--- src/rtl/rom_addr_gen_pkg.sv ---
// Shared types and helpers for the VGA image-ROM address generator.
package rom_addr_pkg;

    // Generator state: idle until the first frame boundary, then running.
    typedef enum logic {
        FRAME_WAIT = 1'b0,
        ACTIVE     = 1'b1
    } state_e;

    localparam int MAX_SCALE_LOG2 = 3;

    // Per-frame configuration, latched at each frame boundary.
    typedef struct packed {
        logic [9:0] x_origin;
        logic [9:0] y_origin;
        logic [1:0] scale_log2;
        logic       tile_mode;
    } addr_cfg_t;

    // Last sub-pixel index for a replication factor of 2**s.
    function automatic logic [2:0] sub_max_f(input logic [1:0] s);
        return 3'((4'd1 << s) - 4'd1);
    endfunction

endpackage

--- src/rtl/rom_addr_gen_if.sv ---
// Timing-counter / config inputs and ROM address outputs of the generator.
interface rom_addr_gen_if #(
    parameter int ADDR_W = 16
) ();
    logic [9:0]        H_Count_Value;
    logic [9:0]        V_Count_Value;
    logic              enable_horizontal;
    logic              enable_vertical;
    logic [9:0]        x_origin;
    logic [9:0]        y_origin;
    logic [1:0]        scale_log2;
    logic              tile_mode;
    logic [ADDR_W-1:0] image_addr;
    logic              addr_valid;
    logic              data_valid;
    logic              frame_start;

    // Side that owns the counters and config registers.
    modport master (
        output H_Count_Value, V_Count_Value, enable_horizontal, enable_vertical,
        output x_origin, y_origin, scale_log2, tile_mode,
        input  image_addr, addr_valid, data_valid, frame_start
    );

    // The address generator itself.
    modport slave (
        input  H_Count_Value, V_Count_Value, enable_horizontal, enable_vertical,
        input  x_origin, y_origin, scale_log2, tile_mode,
        output image_addr, addr_valid, data_valid, frame_start
    );
endinterface

--- src/rtl/rom_addr_gen_valid_delay.sv ---
// Delays a valid strobe by LAT cycles to line it up with ROM read data.
module valid_delay #(
    parameter int LAT = 1
) (
    input  logic clk,
    input  logic rst_n,
    input  logic vld_in,
    output logic vld_out
);

    generate
        if (LAT == 0) begin : g_pass
            assign vld_out = vld_in;
        end else begin : g_pipe
            logic [LAT-1:0] vld_pipe_d, vld_pipe_q;
            logic [LAT:0]   vld_cat;

            // Shift the new strobe in at bit 0; the oldest falls off the top.
            always_comb begin
                vld_cat    = {vld_pipe_q, vld_in};
                vld_pipe_d = vld_cat[LAT-1:0];
            end

            // Pipeline register.
            always_ff @(posedge clk or negedge rst_n) begin
                if (!rst_n) vld_pipe_q <= '0;
                else        vld_pipe_q <= vld_pipe_d;
            end

            assign vld_out = vld_pipe_q[LAT-1];
        end
    endgenerate

endmodule

--- src/rtl/rom_addr_gen.sv ---
// VGA image-ROM address generator: origin offset, 2**s pixel replication,
// optional tiling; row/column tracked incrementally so no multiplier is needed.
module rom_addr_gen
    import rom_addr_pkg::*;
#(
    parameter int IMG_W    = 200,
    parameter int IMG_H    = 200,
    parameter int ADDR_W   = 16,
    parameter int H_ACTIVE = 640,
    parameter int V_ACTIVE = 480,
    parameter int ROM_LAT  = 1
) (
    input logic          clk_25M,
    input logic          rst_n,
    rom_addr_gen_if.slave bus
);

    localparam int COL_W = $clog2(IMG_W + 1);
    localparam int ROW_W = $clog2(IMG_H + 1);

    generate
        if (IMG_W * IMG_H > 2 ** ADDR_W) begin : g_bad_addr_w
            $error("rom_addr_gen: IMG_W*IMG_H does not fit in ADDR_W bits");
        end
        if (ROM_LAT < 0 || ROM_LAT > 4) begin : g_bad_lat
            $error("rom_addr_gen: ROM_LAT must be 0..4");
        end
        if (V_ACTIVE > 1024 || H_ACTIVE > 1024) begin : g_bad_active
            $error("rom_addr_gen: active area exceeds 10-bit counters");
        end
    endgenerate

    state_e            state_d, state_q;
    addr_cfg_t         cfg_d, cfg_q, cur_cfg;
    logic [ADDR_W-1:0] row_base_d, row_base_q, cur_row_base;
    logic [ROW_W-1:0]  row_d, row_q, cur_row;
    logic [COL_W-1:0]  col_d, col_q, cur_col;
    logic [2:0]        vsub_d, vsub_q, cur_vsub;
    logic [2:0]        hsub_d, hsub_q, cur_hsub;
    logic [ADDR_W-1:0] image_addr_d, image_addr_q;
    logic              addr_valid_d, addr_valid_q;
    logic              frame_start_d, frame_start_q;

    logic              visible, boundary, eol, active;
    logic [2:0]        sub_max;
    logic [12:0]       h13, v13, x_lo, x_hi, y_lo, y_hi;
    logic              in_h, in_v, pix_in;

    // Frame and line events decoded from the raw counters.
    always_comb begin
        visible  = bus.enable_horizontal & bus.enable_vertical;
        boundary = visible && bus.H_Count_Value == 10'd0 && bus.V_Count_Value == 10'd0;
        eol      = visible && bus.H_Count_Value == 10'(H_ACTIVE - 1);
    end

    // At a boundary the pixel being presented already uses the new config and
    // a cleared row/column state, so (0,0) of every frame is addressed right.
    always_comb begin
        cur_cfg      = cfg_q;
        cur_row_base = row_base_q;
        cur_row      = row_q;
        cur_col      = col_q;
        cur_vsub     = vsub_q;
        cur_hsub     = hsub_q;
        if (boundary) begin
            cur_cfg.x_origin   = bus.x_origin;
            cur_cfg.y_origin   = bus.y_origin;
            cur_cfg.scale_log2 = bus.scale_log2;
            cur_cfg.tile_mode  = bus.tile_mode;
            cur_row_base       = '0;
            cur_row            = '0;
            cur_col            = '0;
            cur_vsub           = '0;
            cur_hsub           = '0;
        end
    end

    // Window test in 13 bits so windows running off-screen just clip.
    always_comb begin
        active  = (state_q == ACTIVE) || boundary;
        sub_max = sub_max_f(cur_cfg.scale_log2);
        h13     = 13'(bus.H_Count_Value);
        v13     = 13'(bus.V_Count_Value);
        x_lo    = 13'(cur_cfg.x_origin);
        y_lo    = 13'(cur_cfg.y_origin);
        x_hi    = x_lo + (13'(IMG_W) << cur_cfg.scale_log2);
        y_hi    = y_lo + (13'(IMG_H) << cur_cfg.scale_log2);
        // Row/col bounds also keep the address inside the image.
        in_h    = cur_cfg.tile_mode ||
                  (h13 >= x_lo && h13 < x_hi && cur_col < COL_W'(IMG_W));
        in_v    = cur_cfg.tile_mode ||
                  (v13 >= y_lo && v13 < y_hi && cur_row < ROW_W'(IMG_H));
        pix_in  = visible && active && in_h && in_v;
    end

    // Next-state: config shadow, FSM, row/column trackers and outputs.
    always_comb begin
        state_d       = state_q;
        cfg_d         = cur_cfg;
        row_base_d    = cur_row_base;
        row_d         = cur_row;
        col_d         = cur_col;
        vsub_d        = cur_vsub;
        hsub_d        = cur_hsub;
        image_addr_d  = '0;
        addr_valid_d  = 1'b0;
        frame_start_d = boundary;

        if (boundary) state_d = ACTIVE;

        // Advance one source column every 2**s in-window pixels.
        if (pix_in) begin
            if (cur_hsub == sub_max) begin
                hsub_d = '0;
                if (cur_cfg.tile_mode && cur_col == COL_W'(IMG_W - 1)) col_d = '0;
                else                                                   col_d = cur_col + COL_W'(1);
            end else begin
                hsub_d = cur_hsub + 3'd1;
            end
            image_addr_d = cur_row_base + ADDR_W'(cur_col);
            addr_valid_d = 1'b1;
        end

        // End of line: restart columns, advance a source row every 2**s lines.
        if (active && eol) begin
            col_d  = '0;
            hsub_d = '0;
            if (in_v) begin
                if (cur_vsub == sub_max) begin
                    vsub_d = '0;
                    if (cur_cfg.tile_mode && cur_row == ROW_W'(IMG_H - 1)) begin
                        row_d      = '0;
                        row_base_d = '0;
                    end else begin
                        row_d      = cur_row + ROW_W'(1);
                        row_base_d = cur_row_base + ADDR_W'(IMG_W);
                    end
                end else begin
                    vsub_d = cur_vsub + 3'd1;
                end
            end
        end
    end

    // State and output registers.
    always_ff @(posedge clk_25M or negedge rst_n) begin
        if (!rst_n) begin
            state_q       <= FRAME_WAIT;
            cfg_q         <= '0;
            row_base_q    <= '0;
            row_q         <= '0;
            col_q         <= '0;
            vsub_q        <= '0;
            hsub_q        <= '0;
            image_addr_q  <= '0;
            addr_valid_q  <= 1'b0;
            frame_start_q <= 1'b0;
        end else begin
            state_q       <= state_d;
            cfg_q         <= cfg_d;
            row_base_q    <= row_base_d;
            row_q         <= row_d;
            col_q         <= col_d;
            vsub_q        <= vsub_d;
            hsub_q        <= hsub_d;
            image_addr_q  <= image_addr_d;
            addr_valid_q  <= addr_valid_d;
            frame_start_q <= frame_start_d;
        end
    end

    valid_delay #(.LAT(ROM_LAT)) u_valid_delay (
        .clk     (clk_25M),
        .rst_n   (rst_n),
        .vld_in  (addr_valid_q),
        .vld_out (bus.data_valid)
    );

    assign bus.image_addr  = image_addr_q;
    assign bus.addr_valid  = addr_valid_q;
    assign bus.frame_start = frame_start_q;

endmodule

--- src/flat_wrapper.sv ---
// flat-port wrapper written by rule: the top's interface ports become plain ports
module rom_addr_gen_flat import rom_addr_pkg::*;
#(
    parameter int IMG_W    = 200,
    parameter int IMG_H    = 200,
    parameter int ADDR_W   = 16,
    parameter int H_ACTIVE = 640,
    parameter int V_ACTIVE = 480,
    parameter int ROM_LAT  = 1
)
  (clk_25M, rst_n, bus_H_Count_Value, bus_V_Count_Value, bus_enable_horizontal, bus_enable_vertical, bus_x_origin, bus_y_origin, bus_scale_log2, bus_tile_mode, bus_image_addr, bus_addr_valid, bus_data_valid, bus_frame_start);
  rom_addr_gen_if #(.ADDR_W(ADDR_W)) bus_i ();
  input logic clk_25M;
  input logic rst_n;
  input wire logic [$bits(bus_i.H_Count_Value)-1:0] bus_H_Count_Value;
  input wire logic [$bits(bus_i.V_Count_Value)-1:0] bus_V_Count_Value;
  input wire logic [$bits(bus_i.enable_horizontal)-1:0] bus_enable_horizontal;
  input wire logic [$bits(bus_i.enable_vertical)-1:0] bus_enable_vertical;
  input wire logic [$bits(bus_i.x_origin)-1:0] bus_x_origin;
  input wire logic [$bits(bus_i.y_origin)-1:0] bus_y_origin;
  input wire logic [$bits(bus_i.scale_log2)-1:0] bus_scale_log2;
  input wire logic [$bits(bus_i.tile_mode)-1:0] bus_tile_mode;
  output wire logic [$bits(bus_i.image_addr)-1:0] bus_image_addr;
  output wire logic [$bits(bus_i.addr_valid)-1:0] bus_addr_valid;
  output wire logic [$bits(bus_i.data_valid)-1:0] bus_data_valid;
  output wire logic [$bits(bus_i.frame_start)-1:0] bus_frame_start;
  assign bus_i.H_Count_Value = bus_H_Count_Value;
  assign bus_i.V_Count_Value = bus_V_Count_Value;
  assign bus_i.enable_horizontal = bus_enable_horizontal;
  assign bus_i.enable_vertical = bus_enable_vertical;
  assign bus_i.x_origin = bus_x_origin;
  assign bus_i.y_origin = bus_y_origin;
  assign bus_i.scale_log2 = bus_scale_log2;
  assign bus_i.tile_mode = bus_tile_mode;
  assign bus_image_addr = bus_i.image_addr;
  assign bus_addr_valid = bus_i.addr_valid;
  assign bus_data_valid = bus_i.data_valid;
  assign bus_frame_start = bus_i.frame_start;
  rom_addr_gen #(.IMG_W(IMG_W), .IMG_H(IMG_H), .ADDR_W(ADDR_W), .H_ACTIVE(H_ACTIVE), .V_ACTIVE(V_ACTIVE), .ROM_LAT(ROM_LAT)) u_core (.clk_25M(clk_25M), .rst_n(rst_n), .bus(bus_i));
endmodule
--- config.mk ---
export PLATFORM = sky130hd
export DESIGN_NAME = rom_addr_gen_flat
export DESIGN_NICKNAME = d
export VERILOG_FILES = /design/src/rtl/rom_addr_gen_pkg.sv /design/src/rtl/rom_addr_gen_if.sv /design/src/rtl/rom_addr_gen_valid_delay.sv /design/src/rtl/rom_addr_gen.sv /design/src/flat_wrapper.sv
export SDC_FILE = /design/constraint.sdc
export NUM_CORES = 1
export LEC_CHECK = 0
export CAP_MARGIN = 20
export CORE_MARGIN = 5
export CORE_UTILIZATION = 52
export CTS_CLUSTER_DIAMETER = 30
export CTS_CLUSTER_SIZE = 12
export DETAILED_ROUTE_END_ITERATION = 16
export GPL_ROUTABILITY_DRIVEN = 0
export PLACE_DENSITY = 0.81
export RECOVER_POWER = 100
export SETUP_SLACK_MARGIN = 0.05
export SYNTH_ARGS = -nofsm -noshare
export SYNTH_HDL_FRONTEND = slang
export SYNTH_HIERARCHICAL = 1
export SYNTH_SLANG_ARGS = --single-unit
--- constraint.sdc ---
create_clock -name clk_25M -period 13.7 [get_ports clk_25M]
set_input_delay 2.74 -clock clk_25M [delete_from_list [all_inputs] [get_ports clk_25M]]
set_output_delay 2.74 -clock clk_25M [all_outputs]
set_load 0.02 [all_outputs]
==> summary.md, run 1 <==
| Metric | Value |
|---|---|
| Slew Viols, Final | 72 |
| Vias per cell | 6.29 |
| Root Buffer | clkbuf_16 |
| Cells after synthesis | 711 |
| Max-cap violations | 1 |
| Sw Ratio | 22.1% |
| Pwr Density | 71.5 nW/um^2 |
| R2R Path Start | u_core/cfg_q[2]$_DFF_PN0_ |
| RSZ-0062 raised after global routing | false |
| CTS tree | yes |
| Post-layout util | 61.0% |
| Initial cell density of the core | 52.4% |
| PnR Total Power | 519 uW |
| Largest net degree at the start of global routing | 82 |
| #FFs+latches synth | 81 |
| Ys flop type | dfrtp_1 |
| FF-to-FF path depth | 19 |
| Clk slew on worst S/H paths | 0.06 ns |
| First-pass GRT wire length | 27000 um |
| Critical path peak fanout | 56 |
| Die width | 120 um |
| Peak supply drop | 62.6 uV |
| Clock Skew | 0.00927 ns |
| WL final | 16300 um |
| Worst Setup End Kind | flip-flop |
| Vias in the first global route | 5634 |
| Post-synthesis sequential area ratio | 32.5% |
| Buf+Inv Stages, Crit Path | 6 |
| CP peak stage delay | 0.96 ns |
| Most common cell in the synthesized netlist | dfrtp_1 |
| Clock power frac | 46.4% |
| GRT overflow | 0 |
| H-Tree Depth | 3 |
| I/O pins | 66 |
| Worst EP arrival | 11.00 ns |
| Hold Crit Endpoint | u_core/u_valid_delay/vld_out$_DFF_PN0_ |
| Share of layout cells above drive strength 1 | 5.08% |
| Resize count post-CTS | 0 |
| Failing checks | max-capacitance violations, max-slew violations |
| Yosys warns | 6 |
| Row count | 40 |
| P_sw | 115 uW |
| Met3 Use GR | 3.86% |
| Port bufs | 65 |
| Syn-to-layout area delta | 16.4% |
| Post-synthesis instance area | 6250 um^2 |
| Worst setup path class | primary input to flip-flop |
| Post-Synth XOR/XNOR Area | 4.07% |
| Total die area | 14300 um^2 |
| Post-synthesis compound-gate area fraction | 18.6% |
| Initial antenna violation count | 0 |
| Final-stage net count | 879 |
| Final period util | 78.7% |
| CTS Hold Bufs | 0 |
| Clock Sink Count | 81 |
| Internal power | 405 uW |
| Finish-stage setup viols | 0 |
| Cells along the critical path | dlygate4sd3_1 -> nor4_1 -> and4_1 -> nand2_4 -> clkinv_4 -> mux2i_1 -> inv_1 -> ha_1 -> inv_1 -> ha_1 -> a21boi_0 -> a311o_2 -> a21o_1 -> a21oi_1 -> xor2_1 -> ha_1 -> nand2_1 -> o21ai_0 -> inv_1 -> o41ai_1 -> o41a_1 -> inv_1 -> nand2_1 -> nor2_1 |
| # Post-CTS Setup Buffers | 0 |
| TritonCTS buffer count | 9 |
| Main combinational cell family by area after synthesis | simple AND/OR/NAND/NOR gates |
| Die height | 120 um |
| Post-synth cell types | 72 |
| Startpoint Class | primary input |
| Total number of vias | 5745 |
| 1st-iter DRT viols | 485 |
| Remaining DRCs | 0 |
| Top post-synthesis cells by area | dfrtp_1 32%, ha_1 14%, nand2_1 4.6% |
| Post-route ant nets | 0 |
| Post-synth top area share | 32.5% |
| Hold path cells | 0 |
| Worst Min Path Start | u_core/bus.addr_valid$_DFF_PN0_ |
| Fin Setup TNS | 0 ns |
| Synth cell count leaders | 81 x dfrtp_1, 76 x nand2_1, 69 x ha_1 |
| Post-route cell area | 7270 um^2 |
| Global routing's busiest layer | met2 |
| Core Region | 11900 um^2 |
| Reg2reg end | u_core/bus.image_addr[10]$_DFF_PN0_ |
| Top delay family on crit path | compound AO/OA/AOI/OAI gates |
| Status | finished with violations |
| Diode count | 0 |
| Max frequency | 92.7 MHz |
| DRT Pass-1 Iters | 5 |
| Tot GR Track Use | 22.7% |
| Async S/R FF share, synth | 100% |
| LEAKAGE | 3.52 nW |
| Final Hold Vio Count | 0 |
| Clock latency on the worst-skew pair | 0.34 ns |
| Critical path required time | 13.92 ns |
| Simple logic cell fraction of the synthesized area | 22.3% |
| # fillers | 1008 |
| Mean area per synthesized cell | 8.78 um^2 |
| Synth Area in Adders | 14.1% |
| Actual slew at the worst max-slew pin | 3.80 ns |
| Post-placement cell area | 6990 um^2 |
| Dpl cells | 897 |
| Number of flops mapped to enable cells by yosys | 0 |
| Rel. slew slack | -153% |
| HPWL after DPL | 11900 um |
| Comb power frac | 7.5% |
| Minimum clock period | 10.79 ns |
| Crit. path cell count | 24 |
| Worst hold path type | flip-flop to flip-flop |
| Met1 Use GR | 30.3% |
| CP max-delay cell | o41a_1 |
| Sequential group share of total power | 46.1% |
| Wirelength per Cell | 17.9 um |
| Final non-filler cell total | 914 |
| R2R setup slack | 7.60 ns |
| Multiplexer area fraction after synthesis | 3.43% |
| CTS max path bufs | 2 |
| Met2 global-route usage | 37.3% |
| Synth area leader | dfrtp_1 |
| Mapped Nets | 828 |
| Crit path top cell by count | inv_1 |
==> layout make-up <==
cell class	count	area [um^2]	area share, %
sequential	81	2030	27.9
clock buffer	12	246	3.39
timing repair buffer	67	656	9.02
tap	147	184	2.53
inverter	50	193	2.65
multi-input combinational	553	3910	53.8
clock inverter	4	52.6	0.723
==> power groups by stage <==
stage / sequential [mW] / clock [mW] / combinational [mW]
2_1_floorplan: 0.244 / 0 / 0.0135
3_3_place_gp: 0.244 / 0 / 0.0382
3_5_place_dp: 0.244 / 0 / 0.0395
4_1_cts: 0.239 / 0.245 / 0.0397
5_1_grt: 0.239 / 0.254 / 0.0434
6_report: 0.239 / 0.241 / 0.0392
==> logic make-up after synthesis <==
| kind of cell | after synthesis |
|---|---|
| buffers and inverters | 77 |
| multiplexers | 21 |
| AND/OR/NAND/NOR | 263 |
| flip-flops | 81 |
| XOR/XNOR | 29 |
| adder cells (fa/ha/maj) | 70 |
| AO/OA/AOI/OAI | 170 |
==> per-stage QoR <==
step / worst slack (ns) / hold WS, ns
2_1_floorplan: 5.08 / 0.444
3_3_place_gp: 3.31 / 0.363
3_5_place_dp: 2.91 / 0.364
4_1_cts: 3.29 / 0.378
5_1_grt: 2.20 / 0.392
6_report: 2.91 / 0.368
==> registers in the layout (all words and copies together), names as in the netlist <==
name	cells
u_core/bus.addr_valid	1
u_core/bus.frame_start	1
u_core/bus.image_addr	16
u_core/cfg_q	23
u_core/col_q	8
u_core/hsub_q	3
u_core/row_base_q	16
u_core/row_q	8
u_core/state_q	1
u_core/u_valid_delay/vld_out	1
u_core/vsub_q	3
==> layer usage <==
layer	vias up	share of wire [%]
met5	-	0
met4	0	1.6
met3	28	7.2
met2	253	48
met1	2774	43
li1	2690	-
==> worst max-delay path by stage <==
stage	start	to	slack, ns
after floorplan	bus_H_Count_Value[7]	u_core/col_q[3]$_DFF_PN0_	5.08
after global placement	bus_V_Count_Value[6]	u_core/bus.image_addr[10]$_DFF_PN0_	3.31
after detailed placement	bus_V_Count_Value[6]	u_core/bus.image_addr[12]$_DFF_PN0_	2.91
after CTS	bus_V_Count_Value[6]	u_core/bus.image_addr[12]$_DFF_PN0_	3.29
after global routing	bus_H_Count_Value[1]	u_core/bus.image_addr[10]$_DFF_PN0_	2.20
final	bus_H_Count_Value[1]	u_core/bus.image_addr[10]$_DFF_PN0_	2.91
==> placed cells by master, fill, tap and decap left out, drive strengths merged, types with 15 or more instances in the layout <==
master	Yosys	routed
a21o	16	16
a21oi	37	37
and2	18	18
clkdlybuf4s50	0	44
dfrtp	81	81
dlygate4sd3	0	20
ha	69	69
inv	49	49
mux2i	18	18
nand2	77	77
nand3	21	21
nand4	18	18
nor2	41	41
nor2b	16	16
nor3	16	16
o21ai	30	30
xnor2	15	15
Power figures use the tool's default switching activity.
==> run 2, diff against run 1 <==
clock period = 10.01 ns   (was 13.7 ns; I/O delays follow)
==> summary.md, run 2 (synthesized netlist as in run 1, its figures left out) <==
| Metric | Value |
|---|---|
| Clock Skew | 0.00693 ns |
| Final period util | 90.9% |
| 1st-iter DRT viols | 497 |
| Root Buffer | clkbuf_16 |
| CTS Hold Bufs | 0 |
| Final non-filler cell total | 918 |
| Internal power | 528 uW |
| Remaining DRCs | 0 |
| Final-stage net count | 883 |
| Comb power frac | 7.8% |
| RSZ-0062 raised after global routing | false |
| CTS max path bufs | 2 |
| First-pass GRT wire length | 27700 um |
| # Post-CTS Setup Buffers | 0 |
| Worst hold path type | flip-flop to flip-flop |
| WL final | 16600 um |
| Dpl cells | 902 |
| Minimum clock period | 9.10 ns |
| Most frequent cells in the layout | 81 x dfrtp_1, 76 x nand2_1, 69 x ha_1 |
| LEAKAGE | 3.51 nW |
| Vias per cell | 6.26 |
| Row count | 40 |
| Final Hold Vio Count | 0 |
| Clock latency on the worst-skew pair | 0.34 ns |
| Clk slew on worst S/H paths | 0.06 ns |
| Core Region | 11900 um^2 |
| Die height | 120 um |
| CTS tree | yes |
| Largest net degree at the start of global routing | 65 |
| Total die area | 14300 um^2 |
| HPWL after DPL | 12100 um |
| Sw Ratio | 23.7% |
| Worst Setup End Kind | flip-flop |
| Clock power frac | 44.9% |
| Worst setup path class | primary input to flip-flop |
| Peak supply drop | 73.1 uV |
| Sequential group share of total power | 47.3% |
| Diode count | 0 |
| Biggest register | u_core/cfg_q |
| P_sw | 164 uW |
| GRT overflow | 0 |
| Critical path required time | 10.23 ns |
| I/O pins | 66 |
| Startpoint Class | primary input |
| Failing checks | max-capacitance violations, max-slew violations |
| Max FFs per register | 23 |
| Pwr Density | 95.1 nW/um^2 |
| Resize count post-CTS | 0 |
| Initial cell density of the core | 52.4% |
| Most common cell after layout, fill and taps aside | dfrtp_1 |
| Rel. slew slack | -131% |
| Finish-stage setup viols | 0 |
| Fin Setup TNS | 0 ns |
| Port bufs | 65 |
| TritonCTS buffer count | 9 |
| Max-cap violations | 1 |
| Clock Sink Count | 81 |
| Wirelength per Cell | 18.1 um |
| Status | finished with violations |
| Max frequency | 110 MHz |
| Total number of vias | 5748 |
| H-Tree Depth | 3 |
| Post-route ant nets | 0 |
| Vias in the first global route | 5812 |
| Slew Viols, Final | 65 |
| Critical path peak fanout | 13 |
| Share of layout cells above drive strength 1 | 5.58% |
| Worst EP arrival | 9.33 ns |
| Tot GR Track Use | 23.3% |
| Die width | 120 um |
| Actual slew at the worst max-slew pin | 3.46 ns |
| Initial antenna violation count | 0 |
| DRT Pass-1 Iters | 6 |
| Syn-to-layout area delta | 16.5% |
==> run 2: layer usage <==
layer | up-vias | routed length [um] | track usage, % | share of wire (%)
li1 | 2705 | - | - | -
met1 | 2726 | 6850 | 30.2 | 41
met2 | 270 | 7930 | 38.5 | 48
met3 | 47 | 1340 | 4.38 | 8.1
met4 | 0 | 444 | 9.38 | 2.7
met5 | - | 0 | 0 | 0
==> run 2: worst paths after layout <==
path	startpoint	endpoint	slack (ns)	depth (start not counted)
max	bus_V_Count_Value[6]	u_core/hsub_q[0]$_DFF_PN0_	0.91	24
min	u_core/bus.addr_valid$_DFF_PN0_	u_core/u_valid_delay/vld_out$_DFF_PN0_	0.37	0
max reg2reg	u_core/cfg_q[2]$_DFF_PN0_	u_core/hsub_q[0]$_DFF_PN0_	4.13	19
min reg2reg	u_core/bus.addr_valid$_DFF_PN0_	u_core/u_valid_delay/vld_out$_DFF_PN0_	0.37	0
max in group asynchronous	rst_n	u_core/bus.image_addr[15]$_DFF_PN0_	4.23	2
min in group asynchronous	rst_n	u_core/cfg_q[15]$_DFF_PN0_	1.91	1
==> run 2: power groups by stage <==
stage          Clock [mW]  Combinational, mW  Sequential (mW)
6_report            0.311             0.0541            0.327
5_1_grt             0.331             0.0598            0.327
4_1_cts             0.316             0.0549            0.327
3_5_place_dp            0             0.0546            0.333
3_3_place_gp            0             0.0529            0.333
2_1_floorplan           0             0.0185            0.334
==> run 2: area by class of cell <==
cell class / count / area (um^2)
flip-flops and latches: 81 / 2030
inverters: 50 / 189
repair buffers: 71 / 682
clock buffers: 12 / 246
well taps: 147 / 184
multi-input cells: 553 / 3920
clock inverters: 4 / 28.8
fillers: 1022 / 4630
==> run 2: critical path, stage by stage <==
cell and delay (ns):
dlygate4sd3_1 0.59, nor4_1 0.62, and4_1 0.52, nand2_4 0.08, clkinvlp_2 0.10, mux2i_1 0.67
inv_1 0.34, ha_1 0.50, inv_1 0.15, ha_1 0.35, a21boi_0 0.14, a311o_2 0.41
a21o_1 0.20, a21oi_1 0.17, xor2_1 0.09, ha_1 0.30, nand2_1 0.05, o21ai_0 0.31
inv_1 0.11, o41ai_1 0.41, o41a_1 0.58, clkbuf_1 0.28, nor4_1 0.10, a31o_2 0.26
==> run 2: through the flow <==
stage                     setup WS, ns  total power, mW  instance area [um^2]  utilization, %  hold slack [ns]
after floorplan                   2.13            0.352                  6250               -            0.444
after global placement            1.31            0.386                  7030            59.0            0.366
after global routing             0.395            0.718                  7280            61.1            0.403
after detailed placement         0.999            0.388                  7030            59.0            0.360
final                            0.907            0.693                  7280            61.1            0.366
after CTS                         1.35            0.698                  7300            61.3            0.374
==> run 3, diff against run 2 <==
HOLD_SLACK_MARGIN = 0.03   (was not set)
SKIP_CTS_REPAIR_TIMING = 1   (was not set)
==> results of run 3 <==
No change in the layout: final DEF, timing and power equal those of run 2.
